===== src/rtl/definitions_pkg.sv =====
// Shared definitions for the multiply/divide execution unit.
//
// Contents:
//   DATA_WIDTH    - operand and result width
//   REG_WIDTH     - register-file address width
//   CNT_WIDTH     - iteration counter width ($clog2(DATA_WIDTH)+1)
//   muldiv_op_t   - MUL=0, MULHU=1, DIVU=2, REMU=3
//   muldiv_state_t- IDLE, RUN, DONE
//   is_div_op()   - true for DIVU/REMU
package definitions;

    localparam int DATA_WIDTH = 8;
    localparam int REG_WIDTH  = 5;
    localparam int CNT_WIDTH  = $clog2(DATA_WIDTH) + 1;

    typedef enum logic [1:0] {
        MUL   = 2'd0,
        MULHU = 2'd1,
        DIVU  = 2'd2,
        REMU  = 2'd3
    } muldiv_op_t;

    typedef enum logic [1:0] {
        IDLE = 2'd0,
        RUN  = 2'd1,
        DONE = 2'd2
    } muldiv_state_t;

    function automatic logic is_div_op(input muldiv_op_t op);
        return (op == DIVU) || (op == REMU);
    endfunction

endpackage


===== src/rtl/muldiv_step.sv =====
// One iteration of the multiply/divide loop, purely combinational.
//
// Register layout shared by both op classes:
//   hi   - multiply: upper product half      divide: partial remainder
//   lo   - multiply: multiplier / low half   divide: dividend shifting into quotient
//   opnd - multiply: multiplicand            divide: divisor
//
// Ports:
//   is_div  in  1           - 1 selects a restoring-divide step, 0 a shift-add step
//   hi      in  DATA_WIDTH  - current hi register
//   lo      in  DATA_WIDTH  - current lo register
//   opnd    in  DATA_WIDTH  - multiplicand or divisor
//   hi_next out DATA_WIDTH  - hi after this step
//   lo_next out DATA_WIDTH  - lo after this step
//
// Build option: MULDIV_DIV_EN includes the divide step; without it only the
// shift-add step exists and is_div is ignored.
module muldiv_step
    import definitions::*;
(
    input  logic                  is_div,
    input  logic [DATA_WIDTH-1:0] hi,
    input  logic [DATA_WIDTH-1:0] lo,
    input  logic [DATA_WIDTH-1:0] opnd,
    output logic [DATA_WIDTH-1:0] hi_next,
    output logic [DATA_WIDTH-1:0] lo_next
);

    // Shift-add: conditionally add, then shift the {carry, hi, lo} chain right.
    logic [DATA_WIDTH:0] sum;

    always_comb begin
        sum = {1'b0, hi};
        if (lo[0]) begin
            sum = {1'b0, hi} + {1'b0, opnd};
        end
    end

`ifdef MULDIV_DIV_EN
    // Restoring divide: the shifted remainder needs one extra bit, but the
    // stored remainder always fits DATA_WIDTH bits (it stays below a nonzero
    // divisor, and with a zero divisor it is a prefix of the dividend).
    logic [DATA_WIDTH:0] shifted;
    logic [DATA_WIDTH:0] diff;
    logic                ge;

    always_comb begin
        shifted = {hi, lo[DATA_WIDTH-1]};
        diff    = shifted - {1'b0, opnd};
        ge      = (shifted >= {1'b0, opnd});
        if (is_div) begin
            hi_next = ge ? diff[DATA_WIDTH-1:0] : shifted[DATA_WIDTH-1:0];
            lo_next = {lo[DATA_WIDTH-2:0], ge};
        end else begin
            hi_next = sum[DATA_WIDTH:1];
            lo_next = {sum[0], lo[DATA_WIDTH-1:1]};
        end
    end
`else
    logic unused_is_div;
    assign unused_is_div = is_div;

    always_comb begin
        hi_next = sum[DATA_WIDTH:1];
        lo_next = {sum[0], lo[DATA_WIDTH-1:1]};
    end
`endif

endmodule


===== src/rtl/muldiv_unit.sv =====
// Iterative unsigned multiply/divide unit behind the register file.
// Accepts an operation in IDLE, runs one bit per cycle in RUN, and issues a
// one-cycle write-back request in DONE.
//
// Ports:
//   _CLK       in  1           - clock, rising edge
//   _RST_N     in  1           - synchronous active-low reset
//   _start     in  1           - request; accepted only in IDLE
//   _op        in  muldiv_op_t - MUL / MULHU / DIVU / REMU, sampled with _start
//   _operandA  in  DATA_WIDTH  - multiplicand or dividend
//   _operandB  in  DATA_WIDTH  - multiplier or divisor
//   _destReg   in  REG_WIDTH   - write-back address, sampled with _start
//   busy       out 1           - high in RUN and DONE
//   regWrite   out 1           - write-back strobe, DONE only
//   regDest    out REG_WIDTH   - latched destination, 0 outside DONE
//   result     out DATA_WIDTH  - result value, 0 outside DONE
//   divZero    out 1           - zero divisor on DIVU/REMU, with regWrite
//   illegal    out 1           - division requested but not built, with regWrite
//   dbg_state  out state       - current FSM state
//
// Handshake: a request is taken on a rising edge where _start=1 and the unit
// is in IDLE; any other _start is dropped, never queued. The unit answers with
// exactly one regWrite cycle per accepted request (unless reset intervenes),
// and holds busy from the cycle after acceptance through the regWrite cycle.
//
// Build option: MULDIV_DIV_EN includes the divider. Without it DIVU/REMU are
// accepted and complete one cycle later with illegal=1 and result=0.
module muldiv_unit
    import definitions::*;
(
    input  logic                  _CLK,
    input  logic                  _RST_N,
    input  logic                  _start,
    input  muldiv_op_t            _op,
    input  logic [DATA_WIDTH-1:0] _operandA,
    input  logic [DATA_WIDTH-1:0] _operandB,
    input  logic [REG_WIDTH-1:0]  _destReg,
    output logic                  busy,
    output logic                  regWrite,
    output logic [REG_WIDTH-1:0]  regDest,
    output logic [DATA_WIDTH-1:0] result,
    output logic                  divZero,
    output logic                  illegal,
    output muldiv_state_t         dbg_state
);

    muldiv_state_t         state;
    muldiv_state_t         state_next;
    logic                  accept;
    logic                  finish;

    logic [CNT_WIDTH-1:0]  cnt;
    logic [CNT_WIDTH-1:0]  cnt_inc;
    muldiv_op_t            op_q;
    logic [REG_WIDTH-1:0]  dest_q;
    logic                  div_zero_q;

    logic [DATA_WIDTH-1:0] hi;
    logic [DATA_WIDTH-1:0] lo;
    logic [DATA_WIDTH-1:0] opnd;
    logic [DATA_WIDTH-1:0] hi_next;
    logic [DATA_WIDTH-1:0] lo_next;
    logic [DATA_WIDTH-1:0] done_value;

    assign dbg_state = state;
    assign cnt_inc   = cnt + CNT_WIDTH'(1);

    muldiv_step u_step (
        .is_div  (is_div_op(op_q)),
        .hi      (hi),
        .lo      (lo),
        .opnd    (opnd),
        .hi_next (hi_next),
        .lo_next (lo_next)
    );

    // MULHU/REMU read the hi register, MUL/DIVU the lo register; the last
    // step's output is taken directly so DONE follows the final RUN cycle.
    assign done_value = (op_q == MULHU || op_q == REMU) ? hi_next : lo_next;

    // Next-state logic
    always_comb begin
        state_next = state;
        accept     = 1'b0;
        finish     = 1'b0;
        case (state)
            IDLE: begin
                if (_start) begin
                    accept     = 1'b1;
`ifdef MULDIV_DIV_EN
                    state_next = RUN;
`else
                    state_next = is_div_op(_op) ? DONE : RUN;
`endif
                end
            end
            RUN: begin
                if (cnt_inc == CNT_WIDTH'(DATA_WIDTH)) begin
                    finish     = 1'b1;
                    state_next = DONE;
                end
            end
            DONE: begin
                state_next = IDLE;
            end
            default: begin
                state_next = IDLE;
            end
        endcase
    end

    // State and datapath registers
    always_ff @(posedge _CLK) begin
        if (!_RST_N) begin
            state      <= IDLE;
            cnt        <= '0;
            op_q       <= MUL;
            dest_q     <= '0;
            div_zero_q <= 1'b0;
            hi         <= '0;
            lo         <= '0;
            opnd       <= '0;
        end else begin
            state <= state_next;
            if (accept) begin
                cnt        <= '0;
                op_q       <= _op;
                dest_q     <= _destReg;
                div_zero_q <= is_div_op(_op) && (_operandB == '0);
                hi         <= '0;
                if (is_div_op(_op)) begin
                    lo   <= _operandA;
                    opnd <= _operandB;
                end else begin
                    lo   <= _operandB;
                    opnd <= _operandA;
                end
            end else if (state == RUN) begin
                cnt <= cnt_inc;
                hi  <= hi_next;
                lo  <= lo_next;
            end
        end
    end

    // Output registers: everything is zero outside the DONE cycle.
    always_ff @(posedge _CLK) begin
        if (!_RST_N) begin
            busy     <= 1'b0;
            regWrite <= 1'b0;
            regDest  <= '0;
            result   <= '0;
            divZero  <= 1'b0;
            illegal  <= 1'b0;
        end else begin
            busy     <= (state_next != IDLE);
            regWrite <= 1'b0;
            regDest  <= '0;
            result   <= '0;
            divZero  <= 1'b0;
            illegal  <= 1'b0;
            if (finish) begin
                regWrite <= 1'b1;
                regDest  <= dest_q;
                result   <= done_value;
                divZero  <= div_zero_q;
            end
`ifndef MULDIV_DIV_EN
            else if (accept && is_div_op(_op)) begin
                regWrite <= 1'b1;
                regDest  <= _destReg;
                illegal  <= 1'b1;
            end
`endif
        end
    end

endmodule


===== config.mk =====
export PLATFORM = sky130hd
export DESIGN_NAME = muldiv_unit
export DESIGN_NICKNAME = d
export VERILOG_FILES = /design/src/rtl/definitions_pkg.sv /design/src/rtl/muldiv_step.sv /design/src/rtl/muldiv_unit.sv
export SDC_FILE = /design/constraint.sdc
export NUM_CORES = 1
export LEC_CHECK = 0
export CAP_MARGIN = 20
export CORE_MARGIN = 3
export CORE_UTILIZATION = 57
export CTS_CLUSTER_SIZE = 16
export DETAILED_ROUTE_END_ITERATION = 7
export HOLD_SLACK_MARGIN = 0.15
export PLACE_DENSITY = 0.84
export SLEW_MARGIN = 20
export SYNTH_ARGS = -nofsm -noshare
export SYNTH_HDL_FRONTEND = slang
export SYNTH_SLANG_ARGS = --single-unit

===== constraint.sdc =====
create_clock -name _CLK -period 3 [get_ports _CLK]
set_input_delay 0.9 -clock _CLK [delete_from_list [all_inputs] [get_ports _CLK]]
set_output_delay 0.9 -clock _CLK [all_outputs]
set_load 0.02 [all_outputs]

* Yosys cells after proc, flatten, opt, wreduce, memory -nomap -nowiden
Index checks and enable logic that the tools add are counted.
Word-level totals: bits in registers 55, input bits 26, output and inout bits 19, logic and storage cells 52
Operators by class: add/subtract/negate cells 2, equal/unequal tests 6, mux-type cells 18, bitwise gates (word level) 1, reduce and logical (&&, ||, !) cells 11
Operators with widths (count):
- 2-to-1 mux 8 bit | 5
- 2-to-1 mux 5 bit | 2
- adder 8 x 8 -> 9 bit | 1
- 2-to-1 mux 9 bit | 1
- zero test 8 bit | 1
- == test 2 bit, second input constant | 3
- 2-to-1 mux 1 bit | 6
- 2-to-1 mux 2 bit | 3
- adder 4 x 1 -> 4 bit, second input constant | 1
- == test 2 x 1 -> 1 bit, second input constant | 2
- == test 4 bit, second input constant | 1
- one-hot mux 2 bit (2 select lines) | 1
- nonzero test 2 bit | 2
- OR reduction 2 bit | 2
- logical AND 1 bit | 2
- zero test 2 bit | 1
- logical OR 1 bit | 2
- AND reduction 2 bit | 1
- inverter 1 bit | 1

* Longest topological paths before layout
depth in word-level cells 6, gate-level depth with buffers 8, depth with buffers taken out 8

* Hierarchy
From an unflattened synthesis, not the netlist that was laid out.
Second synthesis, totals: cells, all modules 311, area, all modules 2715.1 um^2
Modules (own cells, without submodules):
- muldiv_unit | instances 1, cells each 239, area an instance 2179.6 um^2, sequential area each 1101.1 um^2
- muldiv_step | instances 1, cells each 72, area an instance 535.5 um^2, sequential area each 0.0 um^2

* Least setup slack after synthesis
OpenSTA, ideal clock, no wires.
path type register to register, from register hi[0], to register hi[5], library setup time 0.138 ns, arrival time 1.743 ns, data required time 2.862 ns, setup slack 1.119 ns, stages on the path, launching flop included 9, buffers on the path 0, period minus slack after synthesis 1.881 ns, cell sequence dfxtp_1 ha_1 inv_1 fa_1 and2b_1 nor3_1 o21ai_0 xnor2_1 a31oi_1
Between the ends: longest elaborated chain between the ends 2
Ends and longest elaborated chain:
- start, declared | RTL line muldiv_unit.sv:58 | logic [DATA_WIDTH-1:0] hi;
- start signal, assigned | RTL line muldiv_unit.sv:140 | hi <= hi_next;
- adder 8 x 8 -> 9 bit | RTL line muldiv_step.sv:35 | sum = {1'b0, hi} + {1'b0, opnd};
- 2-to-1 mux 9 bit | RTL line muldiv_step.sv:34 | if (lo[0]) begin
Every way passes these cells. A chain may end at the register's enable or synchronous reset.

* Worst setup path in the final report
from register state[1] (netlist: dbg_state[1]), to output dbg_state[1]
RTL lines:
- start, declared | RTL line muldiv_unit.sv:47 | muldiv_state_t state;
- start signal, assigned | RTL line muldiv_unit.sv:124 | state <= state_next;
- end, declared | RTL line muldiv_unit.sv:44 | output muldiv_state_t dbg_state
No word-level cell between the ends.

==> impl_metrics.toml <==
[logic_synthesis]
synth-seq-cells = 54
synthFlopType = "dfxtp_1"
ys_async_sr_fraction_pct = 0
yosys.area.top_type = "dfxtp_1"
yosysUniqueCellTypes = 46
synth_top_area_share_pct = 41.0
synth-seq-area-share_pct = 41.0
syn_nets = 330
avgSynthCellArea_um2 = 8.97
netlist_top_cells_area = "dfxtp_1 41%, mux2i_1 7.2%, nand2_1 7.1%, ha_1 4.3%, a21boi_0 4.0%"
syn_area_um2 = 2640
synth_edf_count = 0
syn_inst = 294
ys.warnings.count = 0

[pwr]
p_clk_share_pct = 33.2
switching_share_pct = 27.0
powerDensity_nw_per_um2 = 479
p_seq_share_pct = 51.4
combPwrFrac_pct = 15.4
irDropWorstVdd_mv = 0.214
p_leak_uw = 0.00129
intPower_uw = 1120
p_switching_uw = 413

[drt]
dr.first_iter.drc_count = 144
drtPass1Iterations = 5
post-route-drc-count = 0
final_antenna_net_count = 0
routed_wl_mm = 5.98
vias_per_cell = 5.88
vias = 2251
avgRoutedWirePerCell_um = 15.6

[place]
numPortBuffers = 44
place_congestion = 0.809
dpl.hpwl_mm = 4.26

[clocking]
post_cts_buffers = 0
htreeDepth = 2
cts.sinks = 54
clock-root-buffer = "clkbuf_8"
cts_buffers = 5
cts_tree = "built"
clkTransAtPathRegs_ns = 0.11
clk_latency_ns = 0.32
clockBufferDepth = 2
cts-resized-gates = 0
hold_buffers = 0

[layout]
seqCellArea_um2 = 1080
drive_above_1_share_pct = 6.04
filler_cell_count = 337
nets = 366
area.growth.synth_to_final_pct = 21.2
multi_input_area_um2 = 1450
diodes = 0

[timing]
worst_hold_slack_ns = 0.472
setup_viol = 0
period_needed_ns = 2.32
slew_viol_final = 0
rsz0062_at_grt = "no"
timing.final.crit_share_pct = 77.3
tightest_slew_ns = 0.708
fin_skew_ns = 0.00911
tns_ns = 0
relSlewSlack_pct = 52.7
max_freq_mhz = 431
hold_viol = 0

[global_routing]
grt_pass1_vias = 2028
grt_pass1_wl_mm = 9.40
overflow = 0
grt_antenna_before_repair = 0
use_met2_pct = 36.3
grtUsageMet1_pct = 29.3
grt_max_degree = 40
grt_usage_pct = 22.4
top_usage_layer = "met2"
grt_use_met3_pct = 4.73

[setup_path]
cpLargestDelayFamily = "buffers and inverters"
critPathCaptureType = "primary output"
cp_num_buf_inv = 1
crit_arrival_ns = 1.42
start_kind = "flop"
required_ns = 2.10
slowest_stage = "clkdlybuf4s50_1"
slowest_delay_ns = 0.64
path_class = "flop to primary output"
worstPathCellList = "clkdlybuf4s50_1"
crit_path_max_fanout = 7

[run]
drv_cap = 0

[floorplan]
die_h_um = 74.0
top_level_ports = 45
fp.dieArea_um2 = 5480
initial_utilization_pct = 59.7
rows = 24
core_um2 = 4410
fp.dieW_um = 74.0

[worst_hold_path]
min_path_type = "flop to flop"

[run_status]
status = "finished, final reports clean"
==> kinds of logic (layout without fill, tap and decap cells) <==
group           after synthesis  count (layout)  synth area share [%]
xor+xnor                      7               7                  2.33
fa+ha+maj                    10              10                  5.03
mux                          21              21                  8.07
simple gates                 97              97                  16.9
flops                        54              54                  41.0
compound gates               83              83                  22.6
buf+inv                      22              59                  4.03
==> per-stage QoR <==
| step | power (uW) | std cells | utilization (%) | instance area [um^2] | setup slack, ns |
|---|---|---|---|---|---|
| 2_1_floorplan | 948 | 294 | - | 2640 | 1.12 |
| 5_1_grt | 1590 | 383 | 72.4 | 3190 | 0.617 |
| 3_5_place_dp | 1030 | 375 | 69.7 | 3080 | 0.530 |
| 4_1_cts | 1530 | 383 | 72.4 | 3190 | 0.681 |
| 6_report | 1530 | 383 | 72.4 | 3190 | 0.681 |
| 3_3_place_gp | 1030 | 375 | 69.7 | 3080 | 0.543 |
==> cells in the final DEF (no fill, tap or decap), drive strengths merged, types with 3 or more instances in the layout <==
cell	synthesis	final
xnor2	4	4
clkbuf	8	5
a22o	5	5
a21oi	10	10
a31oi	4	4
and2	3	3
dfxtp	54	54
o211ai	14	14
nand2	50	50
o21ai	13	13
o21a	4	4
ha	9	9
clkdlybuf4s50	0	44
inv	3	4
a21boi	14	14
nor2	18	18
buf	11	4
xor2	3	3
mux2i	19	19
nand3	4	4
or2	4	4
o211a	8	8
a211oi	8	8
==> synth_stat cells (all sizes together) (2+ instances only) <==
library cell / number
a211oi: 8
a21boi: 14
a21oi: 10
a22o: 5
a31oi: 4
and2: 3
and2b: 2
and3: 2
buf: 11
clkbuf: 8
dfxtp: 54
ha: 9
inv: 3
mux2: 2
mux2i: 19
nand2: 50
nand2b: 2
nand3: 4
nand3b: 2
nor2: 18
nor2b: 2
nor3: 2
nor4: 2
o211a: 8
o211ai: 14
o21a: 4
o21ai: 13
or2: 4
xnor2: 4
xor2: 3
==> power by group through the flow <==
stage	Clock, uW	Sequential (uW)	Combinational [uW]
after floorplan	0	790	157
after global placement	0	801	226
after detailed placement	0	802	232
after CTS	510	786	235
after global routing	537	790	260
final	509	787	235
==> worst reg2reg max path: stages (launching register included) <==
cell and delay, ns:
dfxtp_1 0.37, ha_1 0.21, inv_1 0.06, fa_1 0.41
and2b_1 0.24, nor3_1 0.05, o21ai_0 0.38, xnor2_1 0.19
a31oi_1 0.11
==> metal layers <==
metal | vias up | wire [um]
li1 | 1120 | -
met1 | 1056 | 2660
met2 | 64 | 2860
met3 | 11 | 339
met4 | 0 | 119
met5 | - | 0
==> registers in the layout, indices dropped and copies added, names as in the netlist <==
| name | cells |
|---|---|
| hi | 8 |
| lo | 8 |
| opnd | 8 |
| result | 8 |
| dest_q | 5 |
| regDest | 5 |
| cnt | 4 |
| dbg_state | 2 |
| busy | 1 |
| divZero | 1 |
| div_zero_q | 1 |
| illegal | 1 |
| op_q | 1 |
| regWrite | 1 |
==> layout make-up <==
type	instances	area share, %
multi-input cells	218	45.4
flip-flops and latches	54	33.8
repair buffers	48	14.7
clock buffers	5	2.15
well taps	52	2.04
clock inverters	3	1.53
inverters	3	0.353
==> worst paths after layout <==
check | depth (start not counted) | slack [ns] | start | to
worst min register to register | 2 | 0.47 | dest_q[4] | dest_q[4]
worst min-delay path | 2 | 0.47 | dest_q[4] | dest_q[4]
worst max register to register | 8 | 0.84 | hi[0] | result[5]
worst max-delay path | 1 | 0.68 | dbg_state[1] | dbg_state[1]
Power figures use the tool's default switching activity.
